$ cat config.mk
export PLATFORM = sky130hd
export DESIGN_NAME = rgmii_rx
export DESIGN_NICKNAME = d
export VERILOG_FILES = /design/src/rtl/rgmii_rx.sv
export SDC_FILE = /design/constraint.sdc
export NUM_CORES = 1
export LEC_CHECK = 0
export CORE_MARGIN = 5
export CORE_UTILIZATION = 41
export CTS_CLUSTER_SIZE = 28
export DETAILED_ROUTE_END_ITERATION = 7
export REMOVE_ABC_BUFFERS = 1
export SLEW_MARGIN = 10
export SYNTH_ARGS = -nofsm -noshare
export SYNTH_HDL_FRONTEND = slang
export SYNTH_SLANG_ARGS = --single-unit
$ cat constraint.sdc
create_clock -name rgmii_rxc -period 2.73 [get_ports rgmii_rxc]
set_clock_uncertainty 0.1 [all_clocks]
set_input_delay 0.273 -clock rgmii_rxc [delete_from_list [all_inputs] [get_ports rgmii_rxc]]
set_output_delay 0.273 -clock rgmii_rxc [all_outputs]
set_load 0.02 [all_outputs]
$ cat src/rtl/rgmii_rx.sv
`default_nettype none
// ============================================================================
// Module   : rgmii_rx
// Purpose  : RGMII receive front end. Turns IDDR-captured RXD/RX_CTL samples
//            into an unstallable AXI-Stream byte stream with frame error on
//            the last beat, and decodes the PHY in-band status during idle.
//            Handles 1000M (DDR bytes) and 10/100M (SDR nibbles).
// Revision : 1.0 - initial release
// ============================================================================
module rgmii_rx #(
  parameter bit STRIP_PREAMBLE = 1'b1
) (
  input  logic       rgmii_rxc,
  input  logic       reset,
  input  logic [3:0] rxd_rise,
  input  logic [3:0] rxd_fall,
  input  logic       rx_ctl_rise,
  input  logic       rx_ctl_fall,
  input  logic [1:0] phy_speed_status,
  output logic [7:0] rx_axis_rgmii_tdata,
  output logic       rx_axis_rgmii_tvalid,
  output logic       rx_axis_rgmii_tlast,
  output logic       rx_axis_rgmii_tuser,
  output logic       inband_link_status,
  output logic [1:0] inband_speed_status,
  output logic       inband_duplex_status
);

  localparam logic [1:0] SPEED_1000 = 2'd2;
  localparam logic [7:0] PRE_BYTE   = 8'h55;
  localparam logic [7:0] SFD_BYTE   = 8'hD5;

  typedef enum logic [2:0] {
    WAIT_IDLE = 3'd0,
    IDLE      = 3'd1,
    PREAMBLE  = 3'd2,
    DATA      = 3'd3,
    DROP      = 3'd4
  } state_t;

  state_t     state;

  // S1: registered copy of the IDDR outputs
  logic [3:0] s1_rxd_rise;
  logic [3:0] s1_rxd_fall;
  logic       s1_dv;
  logic       s1_ctl_fall;

  // 10/100M nibble assembly
  logic       nib_phase;   // 1 = the next DV nibble is the high nibble
  logic [3:0] nib_low;
  logic       nib_err;

  // S2: one-byte holding buffer in front of the output register
  logic       s2_valid;
  logic [7:0] s2_data;

  logic       frame_err;   // sticky error since the frame started

  // Decode results from S1
  logic       gig;
  logic       cyc_err;
  logic       byte_valid;
  logic [7:0] byte_data;
  logic       byte_err;
  logic       odd_end;
  logic       beat_last;
  logic       beat_user;
  logic       load_s2;

  // Capture every IDDR input once before any decoding
  always_ff @(posedge rgmii_rxc or posedge reset) begin
    if (reset) begin
      s1_rxd_rise <= 4'h0;
      s1_rxd_fall <= 4'h0;
      s1_dv       <= 1'b0;
      s1_ctl_fall <= 1'b0;
    end else begin
      s1_rxd_rise <= rxd_rise;
      s1_rxd_fall <= rxd_fall;
      s1_dv       <= rx_ctl_rise;
      s1_ctl_fall <= rx_ctl_fall;
    end
  end

  // Byte formation, error decode and end-of-frame classification
  always_comb begin
    gig     = (phy_speed_status == SPEED_1000);
    // RX_ER = RX_DV xor (RX_DV xor RX_ER); only meaningful inside a frame
    cyc_err = s1_dv & (s1_dv ^ s1_ctl_fall);
    if (gig) begin
      byte_valid = s1_dv;
      byte_data  = {s1_rxd_fall, s1_rxd_rise};
      byte_err   = cyc_err;
    end else begin
      byte_valid = s1_dv & nib_phase;
      byte_data  = {s1_rxd_rise, nib_low};
      byte_err   = cyc_err | nib_err;
    end
    // At 10/100M a held byte is emitted while S1 shows the following low
    // nibble. If the live RX_DV pin has already dropped, that nibble is an
    // orphan: the held byte is the last one and the frame is marked bad.
    // This one-bit lookahead keeps the three-cycle latency for last bytes.
    odd_end   = ~gig & s1_dv & ~nib_phase & ~rx_ctl_rise;
    beat_last = ~s1_dv | odd_end;
    beat_user = beat_last & (frame_err | odd_end);
    load_s2   = byte_valid &
                ((state == DATA) || ((state == IDLE) && !STRIP_PREAMBLE));
  end

  // Nibble toggle and low-nibble store; toggle clears whenever RX_DV is low
  always_ff @(posedge rgmii_rxc or posedge reset) begin
    if (reset) begin
      nib_phase <= 1'b0;
      nib_low   <= 4'h0;
      nib_err   <= 1'b0;
    end else if (!s1_dv || gig) begin
      nib_phase <= 1'b0;
      nib_err   <= 1'b0;
    end else begin
      nib_phase <= ~nib_phase;
      if (!nib_phase) begin
        nib_low <= s1_rxd_rise;
        nib_err <= cyc_err;
      end
    end
  end

  // Sticky frame error, accumulated over every DV cycle including preamble
  always_ff @(posedge rgmii_rxc or posedge reset) begin
    if (reset) begin
      frame_err <= 1'b0;
    end else if (!s1_dv) begin
      frame_err <= 1'b0;
    end else begin
      frame_err <= frame_err | cyc_err;
    end
  end

  // Frame state machine, re-synchronising on every RX_DV=0
  always_ff @(posedge rgmii_rxc or posedge reset) begin
    if (reset) begin
      state <= WAIT_IDLE;
    end else begin
      case (state)
        WAIT_IDLE: if (!s1_dv) state <= IDLE;
        IDLE: begin
          if (s1_dv) state <= STRIP_PREAMBLE ? PREAMBLE : DATA;
        end
        PREAMBLE: begin
          if (!s1_dv) begin
            state <= IDLE;
          end else if (byte_valid) begin
            if (byte_err)                   state <= DROP;
            else if (byte_data == SFD_BYTE) state <= DATA;
            else if (byte_data != PRE_BYTE) state <= DROP;
          end
        end
        DATA:    if (!s1_dv) state <= IDLE;
        DROP:    if (!s1_dv) state <= IDLE;
        default: state <= WAIT_IDLE;
      endcase
    end
  end

  // S2 holds each data byte for exactly one cycle before it is emitted
  always_ff @(posedge rgmii_rxc or posedge reset) begin
    if (reset) begin
      s2_valid <= 1'b0;
      s2_data  <= 8'h00;
    end else begin
      s2_valid <= load_s2;
      if (load_s2) s2_data <= byte_data;
    end
  end

  // Registered AXI-Stream outputs, zeroed whenever no beat is presented
  always_ff @(posedge rgmii_rxc or posedge reset) begin
    if (reset) begin
      rx_axis_rgmii_tdata  <= 8'h00;
      rx_axis_rgmii_tvalid <= 1'b0;
      rx_axis_rgmii_tlast  <= 1'b0;
      rx_axis_rgmii_tuser  <= 1'b0;
    end else if (s2_valid) begin
      rx_axis_rgmii_tdata  <= s2_data;
      rx_axis_rgmii_tvalid <= 1'b1;
      rx_axis_rgmii_tlast  <= beat_last;
      rx_axis_rgmii_tuser  <= beat_user;
    end else begin
      rx_axis_rgmii_tdata  <= 8'h00;
      rx_axis_rgmii_tvalid <= 1'b0;
      rx_axis_rgmii_tlast  <= 1'b0;
      rx_axis_rgmii_tuser  <= 1'b0;
    end
  end

  // In-band status sampled only during normal idle (not carrier extend)
  always_ff @(posedge rgmii_rxc or posedge reset) begin
    if (reset) begin
      inband_link_status   <= 1'b0;
      inband_speed_status  <= 2'd0;
      inband_duplex_status <= 1'b0;
    end else if (!s1_dv && !s1_ctl_fall) begin
      inband_link_status   <= s1_rxd_rise[0];
      inband_speed_status  <= s1_rxd_rise[2:1];
      inband_duplex_status <= s1_rxd_rise[3];
    end
  end

endmodule
`default_nettype wire

* After elaboration in Yosys (flattened, before gate mapping)
Cells that the tools add are included.
** Word-level totals
- Register bits :: 44
- Input bits :: 14
- Output and inout bits :: 15
- Logic and storage cells :: 74
** Cells by class
- Eq/ne operators :: 12
- Muxes and demuxes :: 19
- Bitwise operators :: 17
- Reductions and logical operators :: 8
** Operators by type and width (count)
- two-way mux 3 bit :: 7
- two-way mux 8 bit :: 2
- two-way mux 1 bit :: 9
- case mux 3 bit (3 select lines) :: 1
- equality test 8 bit, second input constant :: 1
- != test 8 x 7 -> 1 bit, second input constant :: 1
- AND 1 bit :: 7
- equality test 3 x 2 -> 1 bit, second input constant :: 2
- != test 5 bit, second input constant :: 1
- inverter 1 bit :: 5
- != test 2 bit, second input constant :: 2
- OR 1 bit :: 4
- AND reduction 4 bit :: 1
- equality test 3 x 1 -> 1 bit, second input constant :: 1
- equality test 3 bit, second input constant :: 1
- logical NOT 3 bit :: 1
- != test 3 bit, second input constant :: 1
- OR reduction 3 bit :: 1
- equality test 2 bit, second input constant :: 1
- logical NOT 1 bit :: 2
- != test 2 x 1 -> 1 bit, second input constant :: 1
- AND reduction 2 bit :: 1
- logical AND 1 bit :: 1
- logical OR 1 bit :: 1
- bitwise XOR 1 bit :: 1

* Depth between registers and ports, before layout
Gate-level depths: netlist (run 1).
- Depth in word-level cells :: 9
- Depth in mapped cells :: 7
- Gate-level depth less buffers :: 5

* Least setup slack after synthesis (run 1)
Ideal clock, no wire load.
- Kind :: input -> register
- From :: in phy_speed_status[0]
- To :: reg state[2]
- Library setup time :: 0.120 ns
- Data arrival time :: 1.219 ns
- Required time :: 2.510 ns
- Path slack :: 1.292 ns
- Stages on the path :: 6
- Path buffers :: 1
- Path through :: nand2b_4 buf_6 nor4_2 o2111a_2 o22ai_1 and3_1
** Between the ends
- Word-level cells in the longest chain between the ends :: 8
- Elaborated cells between the ends (all ways) :: 14
- Those cells by class :: 5 x eq/ne; 8 x mux; 1 x reduce/logical
** Ends and longest elaborated chain
- from (decl) :: line 19 : input logic [1:0] phy_speed_status,
- equality test 2 bit (*) :: line 88 : gig = (phy_speed_status == SPEED_1000);
- two-way mux 8 bit :: line 91 : if (gig) begin
- equality test 8 bit :: line 155 : else if (byte_data == SFD_BYTE) state <= DATA;
- two-way mux 3 bit :: line 155
- two-way mux 3 bit :: line 154 : if (byte_err) state <= DROP;
- two-way mux 3 bit :: line 153 : end else if (byte_valid) begin
- two-way mux 3 bit :: line 151 : if (!s1_dv) begin
- case mux 3 bit (3 select lines) :: line 145 : case (state)
- to (signal assigned) :: line 148 : if (s1_dv) state <= STRIP_PREAMBLE ? PREAMBLE : DATA;
- to (decl) :: line 41 : state_t state;
Every way passes the cells marked *; elsewhere a longest branch is shown, timed or not. The select of a mux whose other input is x is not followed.
A chain may end at the register's enable or synchronous reset.

* Worst setup path after layout (run 1)
- From :: in phy_speed_status[1]
- To :: reg state[1]
Same word-level chain as after synthesis.

==> impl_metrics.tcl, run 1 <==
set metrics [dict create \
    status "finished clean" \
    cp.required_ps 2830 \
    p_per_area_nw_per_um2 694 \
    critPathBufInv 2 \
    slowest_delay_ps 460 \
    timing.fmax_mhz 579 \
    wl_per_cell_um 13.1 \
    io_pins 29 \
    numClockSinks 44 \
    ys_warn_count 0 \
    cts_root_buf "clkbuf_8" \
    clkLatencyLatePin_ps 290 \
    setup_viol 0 \
    num_rows 23 \
    die_area_um2 5510 \
    syn_to_final_growth_pct 25.1 \
    yosys.area.top_type "dfrtp_1" \
    rsz0062_at_grt "false" \
    max_cap_violations 0 \
    die_h_um 74.2 \
    tns_ps 0 \
    critPathKind "in -> reg" \
    cts_setup_buffers 0 \
    ctsLongestPathBuffers 2 \
    relSlewSlack_pct 64.8 \
    viasPerCell 4.74 \
    dr.pass1.iters 4 \
    syn_area_um2 1690 \
    io_buffers 28 \
    finalHoldViolCount 0 \
    holdWs_ps 316 \
    irDropWorstVdd_mv 0.383 \
    post-dp-hpwl_um 2080 \
    vias 1029 \
    synth_seq_cells 44 \
    grt_max_degree 45 \
    drive_gt1_share_pct 15.0 \
    p_leak_nw 0.981 \
    crit_family "buffers and inverters" \
    cp_data_arrival_time_ps 1830 \
    critPathCaptureType "register" \
    dp_slack_ps 694 \
    htree_levels 2 \
    detail-route-antenna-nets 0 \
    tightest_slew_ps 528 \
    core-area_um2 4000 \
    nets 180 \
    hold_class "in -> reg" \
    ctsResizeCount 0 \
    initial_utilization_pct 42.3 \
    worstRegToRegCells 5 \
    synth_top_cell_area_share_pct 65.1 \
    cp_slowest_cell "clkdlybuf4s50_1" \
    grt.overflow.total 0 \
    postLayoutSetupSlackWorst_ps 1000 \
    place_congestion 0.873 \
    antenna_cells 0 \
    startpoint_type "input pin" \
    avgSynthCellArea_um2 12.8 \
    fin_total_pwr_mw 1.47 \
    wirelength_um 2840 \
    min_path_cells 1 \
    synth_cells 132 \
    crit_cells 7 \
    antenna_found_initial 0 \
    cts_tree "done" \
    mostFrequentLayoutCells "dfrtp_1, clkdlybuf4s50_1, nand2_1" \
    drc 0 \
    cts_buffers 5 \
    synth_cell_type_count 27 \
    post-route-min-period_ps 1730 \
    crit_chain "clkdlybuf4s50_1, nor2b_1, buf_4, nor4_2, o2111a_2, o21ai_2, a211oi_2" \
    grt_pass1_vias 1084 \
    crit_fanout 7 \
    ctsHoldBuffers 0 \
    drt_first_iter_violations 35 \
    ys_top_cells_by_area "dfrtp_1, mux2_2, mux2i_1" \
    final_common_cell "dfrtp_1" \
    path_clk_slew_ps 80 \
    drv_slew 0 \
    grt_pass1_wl_um 4970 \
    grt_usage_pct 12.1 \
    min_period_over_period_pct 63.3 \
    die_w_um 74.2 \
    yosysSeqAreaShare_pct 65.1 \
]
-- registers in the layout (all words and copies together), names as in the netlist, 2 cells and up --
name	flops
s1_rxd_rise	4
state	3
inband_speed_status	2
nib_low	4
s2_data	8
s1_rxd_fall	4
rx_axis_rgmii_tdata	8
-- report_power, final --
group          internal [mW]  total (mW)  switching, mW
registers              0.757       0.826         0.0691
clock network          0.206       0.400          0.194
logic                  0.124       0.241          0.117
-- through the flow --
stage	area, um2	utilization (%)	instances
after floorplan	1660	-	128
after detailed placement	2020	50.6	209
after CTS	2110	52.9	217
final	2110	52.9	217
after global placement	2020	50.6	209
after global routing	2110	52.9	217
-- cell type report --
cell class	instances	area, um2
clock buffers	8	90.1
fillers	343	1890
inverters	8	30.0
multi-input cells	76	528
flip-flops and latches	44	1100
well taps	50	62.6
repair buffers	31	303
-- cell usage after synthesis, drive strengths merged --
master,instances
dfrtp,44
nand2,13
o21ai,11
mux2,9
and2,8
inv,8
mux2i,8
nand2b,4
nor2,4
a21oi,3
buf,3
nor2b,3
a31oi,2
nor4,2
o22ai,2
a211oi,1
and3,1
clkbuf,1
nand3,1
nand4,1
nor3,1
o2111a,1
o21a,1
-- final timing paths --
kind                                     startpoint                  end  slack (ps)
worst min-delay path                    rx_ctl_fall          s1_ctl_fall         320
worst min register to register           s2_data[3]           s2_data[3]         370
max in group asynchronous                     reset           nib_low[1]        1840
min in group asynchronous                     reset  rx_axis_rgmii_tuser         330
worst max register to register       s1_rxd_rise[1]             state[1]        1200
worst max-delay path            phy_speed_status[1]             state[1]        1000
-- worst reg2reg max path, stage by stage, from the launching register on --
cell and delay [ps]:
dfrtp_1 420, nand2b_1 180, nor4_2 210, o2111a_2 250
o21ai_2 70, a211oi_2 220
-- per-layer routing --
metal / global-route usage (%) / wire, um / part of all wire (%) / vias up
li1: - / - / - / 507
met1: 15.3 / 1240 / 44 / 489
met2: 18.3 / 1360 / 48 / 27
met3: 4.73 / 190 / 6.7 / 6
met4: 5.93 / 53 / 1.9 / 0
met5: 0 / 0 / 0 / -
-- cells by family after synthesis --
kind of cell / synth area share [%]
flops: 65.1
buf+inv: 3.63
compound gates: 7.77
mux: 10.7
simple gates: 12.7
(Power assumes the default switching activity.)
==> run 2: changes to the inputs <==
- PLACE_DENSITY: not set -> 0.67
- clock period: 2.73 -> 1.4 ns (I/O delays scaled with it)
==> impl_metrics.tcl, run 2 (synthesis gave the netlist of run 1 again) <==
set metrics [dict create \
    timing.fmax_mhz 698 \
    postLayoutSetupSlackWorst_ps -31.7 \
    numClockSinks 44 \
    antenna_found_initial 0 \
    post-route-min-period_ps 1430 \
    io_pins 29 \
    max_cap_violations 0 \
    detail-route-antenna-nets 0 \
    reg_top3 "rx_axis_rgmii_tdata x8, s2_data x8" \
    status "finished with violations" \
    critPathKind "reg -> reg" \
    mostFrequentLayoutCells "dfrtp_1, buf_4, dlygate4sd2_1" \
    grt_max_degree 45 \
    placed_cell_area_um2 2160 \
    cp_data_arrival_time_ps 1530 \
    relSlewSlack_pct 82.2 \
    utilization_pct 57.9 \
    clkLatencyLatePin_ps 290 \
    cp_slowest_cell "dfrtp_1" \
    cts_root_buf "clkbuf_8" \
    tightest_slew_ps 267 \
    min_period_over_period_pct 102 \
    place_congestion 0.869 \
    crit_fanout 3 \
    dr.pass1.iters 4 \
    irDropWorstVdd_mv 0.760 \
    p_leak_nw 1.17 \
    crit_family "compound AO/OA/AOI/OAI gates" \
    path_clk_slew_ps 70 \
    nets 201 \
    worstRegToRegCells 4 \
    finalHoldViolCount 0 \
    cts_buffers 5 \
    fin_total_pwr_mw 2.96 \
    crit_chain "nor4_4, o2111a_2, a31oi_2, a31oi_1" \
    ctsLongestPathBuffers 2 \
    final_area_um2 2320 \
    drive_gt1_share_pct 26.6 \
    hold_class "in -> async" \
    p_clk_share_pct 26.5 \
    switching_share_pct 26.3 \
    startpoint_type "register" \
    grt_usage_pct 12.9 \
    initial_utilization_pct 42.3 \
    wirelength_um 3130 \
    viasPerCell 4.77 \
    power_frac_comb_pct 19.5 \
    num_rows 23 \
    post-dp-hpwl_um 2280 \
    holdWs_ps 114 \
    antenna_cells 0 \
    cp.required_ps 1500 \
    die_area_um2 5510 \
    drc 0 \
    final_common_cell "dfrtp_1" \
    rsz0062_at_grt "true" \
    critPathCaptureType "register" \
    vias 1135 \
    grt.overflow.total 0 \
    rr_startpoint "nib_low[3]" \
    die_h_um 74.2 \
    cts_tree "done" \
    grt_pass1_wl_um 5240 \
    dp_slack_ps -419 \
    drt_first_iter_violations 60 \
    intPower_mw 2.18 \
    die_w_um 74.2 \
    drv_slew 0 \
    htree_levels 2 \
    slowest_delay_ps 430 \
    reg2reg_slack_ps -30 \
    setup_viol 2 \
    seqPwrFrac_pct 54.0 \
    io_buffers 28 \
    syn_to_final_growth_pct 37.1 \
    core-area_um2 4000 \
    critPathBufInv 0 \
    violations "setup timing" \
    ctsHoldBuffers 0 \
    p_sw_mw 0.777 \
    wl_per_cell_um 13.1 \
    grt_pass1_vias 1161 \
    p_per_area_nw_per_um2 1280 \
    r2r-end "state[0]" \
]
-- run 2: changes by cell type in the layout (fill, tap and decap cells not counted), moves of 2 or more --
cell / before / now
o21ai_0: 10 / 8
dlygate4sd2_1: 0 / 16
nor4_2: 2 / 0
nor4_4: 0 / 2
buf_6: 0 / 3
o21ai_1: 0 / 2
buf_4: 3 / 20
clkdlybuf4s50_1: 28 / 11
-- run 2: repair_timing --
action,4_1_cts,5_1_grt
pin swaps,6,5
cloned,1,0
setup endpoints to repair,29,15
buffers inserted,1,2
resized for setup,19,10
-- run 2: area by class of cell --
cell class	count	area, um2
fillers	338	1680
flip-flops and latches	44	1100
clock buffers	8	90.1
well taps	50	62.6
multi-input cells	76	567
inverters	8	30.0
repair buffers	52	467
-- run 2: per-stage QoR --
stage                     setup TNS, ps  instances
final                             -35.1        238
after global routing               -285        238
after CTS                          -119        236
after detailed placement          -5590        226
after global placement            -5100        226
after floorplan                    -417        128
-- run 2: how the worst max path moves through the flow --
| stage | start | end | slack, ps | depth (start not counted) |
|---|---|---|---|---|
| after floorplan | state[1] | s2_data[7] | -170 | 3 |
| after global placement | phy_speed_status[1] | state[2] | -370 | 7 |
| after detailed placement | phy_speed_status[1] | state[2] | -420 | 7 |
| after CTS | s1_rxd_rise[1] | state[0] | -70 | 5 |
| after global routing | nib_low[0] | state[0] | -100 | 5 |
| final | nib_low[3] | state[0] | -30 | 4 |
-- run 2: power by group through the flow --
stage               Sequential (mW)  Clock, mW  Combinational (mW)
floorplan                      1.64          0               0.271
global placement               1.61          0               0.540
detailed placement             1.62          0               0.561
CTS                            1.59      0.807               0.550
global route                   1.63      0.857               0.643
finish                         1.60      0.782               0.577
-- run 2: worst reg2reg max path, stage by stage (launching register included) --
cell and delay (ps):
dfrtp_1 430, nor4_4 270, o2111a_2 290, a31oi_2 100
a31oi_1 160
-- run 2: routing by layer --
layer | vias up | part of all wire, % | global-route usage [%]
li1 | 555 | - | -
met1 | 547 | 43 | 15.7
met2 | 29 | 48 | 21.0
met3 | 4 | 7.3 | 4.59
met4 | 0 | 1.6 | 5.34
met5 | - | 0 | 0
